### config.mk
export PLATFORM = sky130hd
export DESIGN_NAME = prim_alert_ping_sched
export DESIGN_NICKNAME = d
export VERILOG_FILES = /design/src/rtl/prim_alert_ping_sched_pkg.sv /design/src/rtl/prim_rr_next_idx.sv /design/src/rtl/prim_alert_ping_sched.sv
export SDC_FILE = /design/constraint.sdc
export NUM_CORES = 1
export LEC_CHECK = 0
export ABC_AREA = 1
export CORE_MARGIN = 5
export CORE_UTILIZATION = 35
export CTS_BUF_LIST = sky130_fd_sc_hd__clkbuf_2
export CTS_CLUSTER_SIZE = 24
export DETAILED_ROUTE_END_ITERATION = 12
export GPL_TIMING_DRIVEN = 0
export PLACE_DENSITY_LB_ADDON = 0.08
export SLEW_MARGIN = 20
export SYNTH_ARGS = -nofsm -noshare
export SYNTH_HDL_FRONTEND = slang
export SYNTH_SLANG_ARGS = --single-unit
### constraint.sdc
create_clock -name clk_i -period 4.3 [get_ports clk_i]
set_clock_uncertainty 0.15 [all_clocks]
set_input_delay 0.86 -clock clk_i [delete_from_list [all_inputs] [get_ports clk_i]]
set_output_delay 0.86 -clock clk_i [all_outputs]
set_load 0.05 [all_outputs]
### src/rtl/prim_alert_ping_sched_pkg.sv
// Shared types and helpers for the alert ping scheduler.
// State encoding is fixed so the values stay stable across tools and netlists.
package prim_alert_ping_sched_pkg;

  typedef logic [1:0] ping_sched_state_e;

  localparam ping_sched_state_e StIdle = 2'b00;
  localparam ping_sched_state_e StWait = 2'b01;
  localparam ping_sched_state_e StPing = 2'b10;

  // Index width, never below one bit so single-channel builds still have a port.
  function automatic int unsigned idx_width(int unsigned n);
    return (n > 1) ? $clog2(n) : 1;
  endfunction

endpackage

### src/rtl/prim_rr_next_idx.sv
// Round-robin search: first set mask bit strictly above ptr, wrapping around.
// ptr itself is examined last, so a lone set bit at ptr is picked again.
module prim_rr_next_idx
  import prim_alert_ping_sched_pkg::*;
#(
  parameter int unsigned N    = 4,
  parameter int unsigned IdxW = idx_width(N)
) (
  input  logic [N-1:0]    mask,
  input  logic [IdxW-1:0] ptr,
  output logic [IdxW-1:0] idx,
  output logic            valid
);

  always_comb begin
    int unsigned cand;
    cand  = 0;
    idx   = ptr;
    valid = 1'b0;
    for (int unsigned k = 1; k <= N; k++) begin
      cand = (32'(ptr) + k) % N;
      if (!valid && ((mask >> cand) & N'(1)) != '0) begin
        valid = 1'b1;
        idx   = IdxW'(cand);
      end
    end
  end

endmodule

### src/rtl/prim_alert_ping_sched.sv
// Periodic round-robin ping scheduler for a bank of alert receivers.
// Waits, pings one unmasked channel, then reports timeouts and unexpected ping_ok pulses.
module prim_alert_ping_sched
  import prim_alert_ping_sched_pkg::*;
#(
  parameter int unsigned NAlerts = 4,
  parameter int unsigned CntW    = 16,
  localparam int unsigned IdxW   = idx_width(NAlerts)
) (
  input  logic               clk_i,
  input  logic               rst_ni,
  input  logic               en_i,
  input  logic [NAlerts-1:0] alert_mask_i,
  input  logic [CntW-1:0]    wait_cyc_i,
  input  logic [CntW-1:0]    timeout_cyc_i,
  input  logic [NAlerts-1:0] ping_ok_i,
  output logic [NAlerts-1:0] ping_en_o,
  output logic               ping_fail_o,
  output logic [IdxW-1:0]    fail_idx_o,
  output logic               spurious_o
);

  localparam logic [IdxW-1:0] PtrRst = IdxW'(NAlerts - 1);

  ping_sched_state_e  state_q, state_d;
  logic [CntW-1:0]    wait_cnt_q, wait_cnt_d;
  logic [CntW-1:0]    tmo_cnt_q, tmo_cnt_d;
  logic [CntW-1:0]    tmo_lim_q, tmo_lim_d;
  logic [IdxW-1:0]    ptr_q, ptr_d;
  logic [IdxW-1:0]    fail_idx_q, fail_idx_d;
  logic [NAlerts-1:0] ping_en_q, ping_en_d;
  logic               fail_q, fail_d;
  logic               spurious_q, spurious_d;

  logic [IdxW-1:0]    rr_idx;
  logic               rr_valid;
  logic [NAlerts-1:0] ptr_onehot, active_mask;
  logic               armed, ok_hit, tmo_hit;

  prim_rr_next_idx #(
    .N    (NAlerts),
    .IdxW (IdxW)
  ) u_rr (
    .mask  (alert_mask_i),
    .ptr   (ptr_q),
    .idx   (rr_idx),
    .valid (rr_valid)
  );

  // The pointer doubles as the active index while in StPing.
  assign ptr_onehot  = NAlerts'(1) << ptr_q;
  assign active_mask = (state_q == StPing) ? ptr_onehot : '0;
  assign armed       = |ping_en_q;
  assign ok_hit      = armed && |(ping_ok_i & ptr_onehot);
  assign tmo_hit     = armed && (tmo_cnt_q == tmo_lim_q);
  assign spurious_d  = |(ping_ok_i & ~active_mask);

  always_comb begin
    state_d    = state_q;
    wait_cnt_d = wait_cnt_q;
    tmo_cnt_d  = tmo_cnt_q;
    tmo_lim_d  = tmo_lim_q;
    ptr_d      = ptr_q;
    ping_en_d  = ping_en_q;
    fail_d     = 1'b0;
    fail_idx_d = '0;

    if (!en_i) begin
      state_d   = StIdle;
      ping_en_d = '0;
    end else begin
      case (state_q)
        StIdle: begin
          state_d    = StWait;
          wait_cnt_d = wait_cyc_i;
        end
        StWait: begin
          if (wait_cnt_q != '0) begin
            wait_cnt_d = wait_cnt_q - CntW'(1);
          end else if (rr_valid) begin
            state_d   = StPing;
            ptr_d     = rr_idx;
            tmo_cnt_d = '0;
            // Limit is latched here so timeout edits cannot disturb an active ping.
            tmo_lim_d = (timeout_cyc_i == '0) ? '0 : timeout_cyc_i - CntW'(1);
          end else begin
            wait_cnt_d = wait_cyc_i;
          end
        end
        StPing: begin
          if (!armed) begin
            // First cycle in StPing only raises the request.
            ping_en_d = ptr_onehot;
          end else if (ok_hit) begin
            ping_en_d  = '0;
            state_d    = StWait;
            wait_cnt_d = wait_cyc_i;
          end else if (tmo_hit) begin
            ping_en_d  = '0;
            fail_d     = 1'b1;
            fail_idx_d = ptr_q;
            state_d    = StWait;
            wait_cnt_d = wait_cyc_i;
          end else if (tmo_cnt_q != '1) begin
            tmo_cnt_d = tmo_cnt_q + CntW'(1);
          end
        end
        default: begin
          state_d   = StIdle;
          ping_en_d = '0;
        end
      endcase
    end
  end

  always_ff @(posedge clk_i) begin
    if (!rst_ni) begin
      state_q    <= StIdle;
      wait_cnt_q <= '0;
      tmo_cnt_q  <= '0;
      tmo_lim_q  <= '0;
      ptr_q      <= PtrRst;
      ping_en_q  <= '0;
      fail_q     <= 1'b0;
      fail_idx_q <= '0;
      spurious_q <= 1'b0;
    end else begin
      state_q    <= state_d;
      wait_cnt_q <= wait_cnt_d;
      tmo_cnt_q  <= tmo_cnt_d;
      tmo_lim_q  <= tmo_lim_d;
      ptr_q      <= ptr_d;
      ping_en_q  <= ping_en_d;
      fail_q     <= fail_d;
      fail_idx_q <= fail_idx_d;
      spurious_q <= spurious_d;
    end
  end

  assign ping_en_o   = ping_en_q;
  assign ping_fail_o = fail_q;
  assign fail_idx_o  = fail_idx_q;
  assign spurious_o  = spurious_q;

endmodule
### Word-level counts from Yosys, hierarchy flattened

Cells that the tools add are included.

| operators by class | value |
|---|---|
| reduce and logical (&&, ||, !) cells | 27 |
| multipliers | 0 |
| eq/ne operators | 13 |
| $lt $le $gt $ge | 0 |
| shifts and indexed selects | 5 |
| bitwise operators | 10 |
| muxes and demuxes | 34 |
| $add $sub $neg | 7 |
| div/mod/pow operators | 0 |

Operators by type and width:

| operator | count |
|---|---|
| 2-to-1 mux 16 bit | 12 |
| one-hot mux 16 bit (3 select lines) | 1 |
| one-hot mux 16 bit (2 select lines) | 1 |
| subtractor 16 x 1 -> 16 bit (second input constant) | 2 |
| 2-to-1 mux 2 bit | 9 |
| adder 16 x 1 -> 16 bit (second input constant) | 1 |
| == test 16 bit | 1 |
| zero test 16 bit | 1 |
| 2-to-1 mux 4 bit | 4 |
| inequality test 16 bit (second input constant) | 1 |
| nonzero test 16 bit | 1 |
| >> shifter 4 x 2 -> 1 bit | 4 |
| OR reduction 4 bit | 3 |
| inequality test 2 bit (second input constant) | 5 |
| AND reduction 5 bit | 2 |
| AND 4 bit | 2 |
| one-hot mux 4 bit (2 select lines) | 1 |
| AND reduction 4 bit | 2 |
| AND reduction 8 bit | 1 |
| inverter 1 bit | 7 |
| inequality test 3 bit (second input constant) | 2 |
| one-hot mux 2 bit (3 select lines) | 1 |
| OR reduction 6 bit | 1 |
| logical AND 1 bit | 5 |
| 17 further kinds | 26 |

| word-level totals | value |
|---|---|
| memories kept | 0 |
| logic and storage cells | 105 |
| bits of input ports | 43 |
| memory bits (read-only) | 0 |
| bits in latches | 0 |
| output and inout port bits | 8 |
| bits in writable memories | 0 |
| flip-flop bits (word level) | 60 |

### Logic depth before layout (Yosys ltp)

| depth | value |
|---|---|
| depth after elaboration | 15 |
| depth in mapped cells | 14 |
| mapped depth without buffers | 13 |

### Cells and area by module

A second synthesis with hierarchy kept.

| unflattened totals | value |
|---|---|
| cell total of the unflattened synthesis | 691 |
| area total of the unflattened synthesis | 4,257.8 um^2 |

By module, submodules not included:

| module | times used | seq. area each (um^2) | area each (um^2) | cells an instance |
|---|---|---|---|---|
| prim_alert_ping_sched | 1 | 1,201.2 | 4,026.4 | 645 |
| prim_rr_next_idx | 1 | 0.0 | 231.5 | 46 |

### Worst setup path after synthesis

Ideal clock, no wire load.

| timing path | value |
|---|---|
| path kind | input -> register |
| start point | in timeout_cyc_i[0] |
| end point | reg tmo_lim_q[12] |
| setup slack | 2.018 ns |
| cell stages on the path | 10 |
| arrival | 2.018 ns |
| required time | 4.035 ns |
| buffers on the path | 0 |
| library setup time | 0.115 ns |
| cells stage by stage | inv_1 ha_1 nand2_1 nor2_1 inv_1 nor2_1 nand2_1 xor2_1 nor2_1 o21a_1 |

| between the ends | value |
|---|---|
| longest elaborated chain between the ends | 2 |
| elaborated cells between the ends (all ways) | 3 |
| classes of those cells | add/sub (1); mux (1); reduce/logical (1) |

RTL lines:

| item | RTL line | text |
|---|---|---|
| start, declared | prim_alert_ping_sched.sv:15 | `input logic [CntW-1:0] timeout_cyc_i,` |
| subtractor 16 x 1 -> 16 bit or zero test 16 bit (tied branches) | prim_alert_ping_sched.sv:85 | `tmo_lim_d = (timeout_cyc_i == '0) ? '0 : timeout_cyc_i - CntW'(1);` |
| 2-to-1 mux 16 bit * | prim_alert_ping_sched.sv:85 |  |
| end signal, assigned | prim_alert_ping_sched.sv:131 | `tmo_lim_q <= tmo_lim_d;` |
| end, declared | prim_alert_ping_sched.sv:28 | `logic [CntW-1:0] tmo_lim_q, tmo_lim_d;` |

Every way passes the cells marked *; elsewhere a longest branch is shown, timed or not.
A chain may end at the register's enable or synchronous reset.

### Worst setup path in the final report

| timing path | value |
|---|---|
| start point | reg ping_en_q[2] (netlist: ping_en_o[2]) |
| end point | out ping_en_o[2] |

RTL lines:

| item | RTL line | text |
|---|---|---|
| start, declared | prim_alert_ping_sched.sv:31 | `logic [NAlerts-1:0] ping_en_q, ping_en_d;` |
| start signal, assigned | prim_alert_ping_sched.sv:133 | `ping_en_q <= ping_en_d;` |
| end, declared | prim_alert_ping_sched.sv:17 | `output logic [NAlerts-1:0] ping_en_o,` |

No word-level cell between the ends.

==> results.md <==
* Hold-critical path endpoint: tmo_lim_q[2]
* Hold wc startpoint: tmo_lim_q[2]
* Fraction of registers with async set/reset at 0%
* Net switching fraction of the power at 33.30%
* Die Wd at 121.1 microns
* Switching pwr at 0.3750 mW
* Cell types with the largest area share after synthesis: sky130_fd_sc_hd__dfxtp_1, sky130_fd_sc_hd__nand2_1, sky130_fd_sc_hd__nor2_1
* Layout area overhead at 18.12%
* Number of synthesized register bits at 60
* I/O pins at 51
* Unique masters post-synth at 39
* RSZ-0062 raised after global routing: no
* Global-route wire length before repair at 20.38 mm
* Clock root buffer master: sky130_fd_sc_hd__clkbuf_2
* Buf+Inv Stages, Crit Path at 1
* Stage delay of the slowest cell on the critical path at 820 ps
* Length in cells of the worst reg-to-reg path at 11
* Source of the worst register-to-register timing path: ptr_q[0]
* Destination of the worst register-to-register timing path: tmo_cnt_q[7]
* Gate count of the mapped netlist at 675
* Level count of the clock H-tree at 3
* Cell internal power dissipation at 0.7510 mW
* Maximum net fanout on the critical path at 3
* Synth Flop Type: sky130_fd_sc_hd__dfxtp_1
* Cell area after technology mapping at 0.004323 sq mm
* Worst relative slew slack at 45.51%
* Fraction of power consumed by the clock network at 24.4%
* Top cell type by total area after synthesis: sky130_fd_sc_hd__dfxtp_1
* Arrival time of data at the critical path endpoint at 1700 ps
* Worst-path cell chain: clkdlybuf4s50_1
* Placer Congestion at 0.9038
* Drt first pass iters at 5
* Most instantiated library cell after synthesis: sky130_fd_sc_hd__nand2_1
* Initial antenna violation count at 1
* Number of synthesized flops with an enable pin at 0
* Clock edge transition at the registers on the reported setup and hold paths at 170 ps
* Peak VDD IR at 65.69 uV
* Final cycle utilization of the critical path at 62.98%
* Slowest stage cell on the critical path: sky130_fd_sc_hd__clkdlybuf4s50_1
* Endpoints failing setup at 0
* Family of cells with the greatest summed delay on the critical path: buffers and inverters
* Post-Synthesis Net Count at 727
* Detailed-route wire length at 11.96 mm
* Min-delay worst type: flop to flop
* Post-layout min period at 2708 ps
* Data required time at the worst endpoint at 3290 ps
* Overall fraction of global-route tracks in use at 17.12%
* Fraction of power consumed by combinational cells at 23.3%
* Initial Utilization at 35.84%
* Violation count after the first detailed-route iteration at 210
* Full die area at 0.01467 sq mm
* Final Hold Viols at 0
* Wire per inst at 13.16 microns
* Die Height at 121.1 microns
* Clock network latency to the later pin of the worst-skew pair at 510 ps
* Std cell rows at 40
* Vias/cell at 4.829
* Total grt overflow at 0
* Per-instance average area after synthesis at 6.404 sq um
* Area share of the largest cell type after synthesis at 27.79%
* Achievable Freq at 369.2 MHz
* Max capacitance violation total at 0
* Final Max Tran Viols at 0
* Bufs on Longest Clock Path at 2
* Placement Cell Area at 0.005034 sq mm
* CTS Sinks at 60
* Number of buffers inserted by hold repair at cts at 0
* Post-cts sizing count at 0
* Classification of the worst setup path: flop to output port
* Leakage at 2.020 nW
* Sum of negative setup slack at 0 ps
* Clock buffer count from CTS at 9
* Hpwl dp at 9.279 mm
* Placed cells at 893
* Commonest cells in the synthesized netlist: sky130_fd_sc_hd__nand2_1, sky130_fd_sc_hd__nor2_1, sky130_fd_sc_hd__dfxtp_1
* Crit. path cell count at 1
* Count of nets after finishing at 788
* Total non-filler cell area in the finished layout at 0.005106 sq mm
* Portion of total power attributed to sequential cells at 52.4%
* Layout cells sized above 1 at 10.54%
* Core outline area at 0.01206 sq mm
* Setup fix buffers added after clock tree synthesis at 0
* TritonCTS clock tree: yes
* Number of buffers added on ports at 50
* Pin count of the biggest net entering global routing at 11
* Via count of the first global-routing pass at 4273
* Number of design rule violations left after detail routing at 0
* Final cell count without fillers at 909
* Worst-margin pin slew at 817.3 ps
* Result of the run: completed
* Number of synthesis warnings at 0
* Launching element type of the critical path: flop
* Total number of vias at 4390
* Hold Path Stages at 2
* Sequential element share of the synthesized area at 27.79%
* Remaining number of nets flagged by the antenna check after routing at 0
* Flop-to-flop setup slack at 1710 ps
* Cell area power density at 220.5 mW/mm^2
* Critical Path End Type: output port
sequential cells by signal (all words and copies together) (netlist names):
signal and count:
tmo_cnt_q 16, tmo_lim_q 16, wait_cnt_q 16, ping_en_o 4, fail_idx_o 2, ptr_q 2
state_q 2, ping_fail_o 1, spurious_o 1
metal layers:
| layer | global-route usage (%) | up-vias | share of wire [%] |
|---|---|---|---|
| met5 | 0 | - | 0 |
| met2 | 28.69 | 85 | 48 |
| li1 | - | 2310 | - |
| met4 | 7.633 | 0 | 1.6 |
| met3 | 2.284 | 15 | 3.6 |
| met1 | 21.89 | 1980 | 47 |
metrics by stage:
stage,setup slack (ps),power (mW),hold slack [ps],utilization [%]
4_1_cts,1525,1.144,334.7,42.31
3_5_place_dp,1277,0.8644,312.5,41.73
2_1_floorplan,2018,0.7732,285.4,-
6_report,1592,1.126,333.1,42.33
3_3_place_gp,1328,0.8618,310.6,41.73
5_1_grt,1493,1.202,346.9,42.33
kinds of logic after synthesis:
logic type | synth area share [%]
and+or+nand+nor | 42.03
AOI/OAI and AO/OA | 13.11
buffers and inverters | 8.596
DFF | 27.79
xor gates and xnor gates | 5.875
adders and majority gates | 2.605
final cells by class:
cell class,instances,area (sq um)
antenna,1,2.502
multi-input combinational,531,2750
timing repair buffer,50,500.5
fill,1310,6955
tap,168,210.2
inverter,65,244.0
buffer,19,127.6
clock inverter,5,20.02
sequential,60,1201
clock buffer,10,50.05
worst max path at each step:
stage	slack [ps]	end	start
after floorplan	2020	tmo_lim_q[12]	timeout_cyc_i[0]
after global placement	1330	tmo_lim_q[10]	timeout_cyc_i[0]
after detailed placement	1280	tmo_lim_q[10]	timeout_cyc_i[0]
after CTS	1530	ping_en_o[3]	ping_en_o[3]
after global routing	1490	ping_en_o[2]	ping_en_o[2]
final	1590	ping_en_o[2]	ping_en_o[2]
layout by cell type, fill, tap and decap left out, drive strengths merged:
master           n
nor2           127
nor3b            2
a211oi           4
o211ai           1
nand3           42
o22ai            1
nand2          191
clkinv           5
a31o             1
o211a            2
o21ai           37
dfxtp           60
a21oi           47
ha               9
diode            1
xor2            18
a41oi            1
nand4           27
inv             65
clkdlybuf4s50   50
o21a             1
nor4             2
xnor2           11
nand3b           1
o21bai           1
clkbuf          16
nor3             4
buf             13
o221ai           1
power groups by stage:
| stage | sequential, mW | combinational (mW) | clock, mW |
|---|---|---|---|
| 3_3_place_gp | 0.601 | 0.260 | 0 |
| 3_5_place_dp | 0.602 | 0.263 | 0 |
| 5_1_grt | 0.593 | 0.296 | 0.313 |
| 2_1_floorplan | 0.600 | 0.173 | 0 |
| 4_1_cts | 0.590 | 0.264 | 0.289 |
| 6_report | 0.590 | 0.262 | 0.274 |
Power figures use the tool's default switching activity.
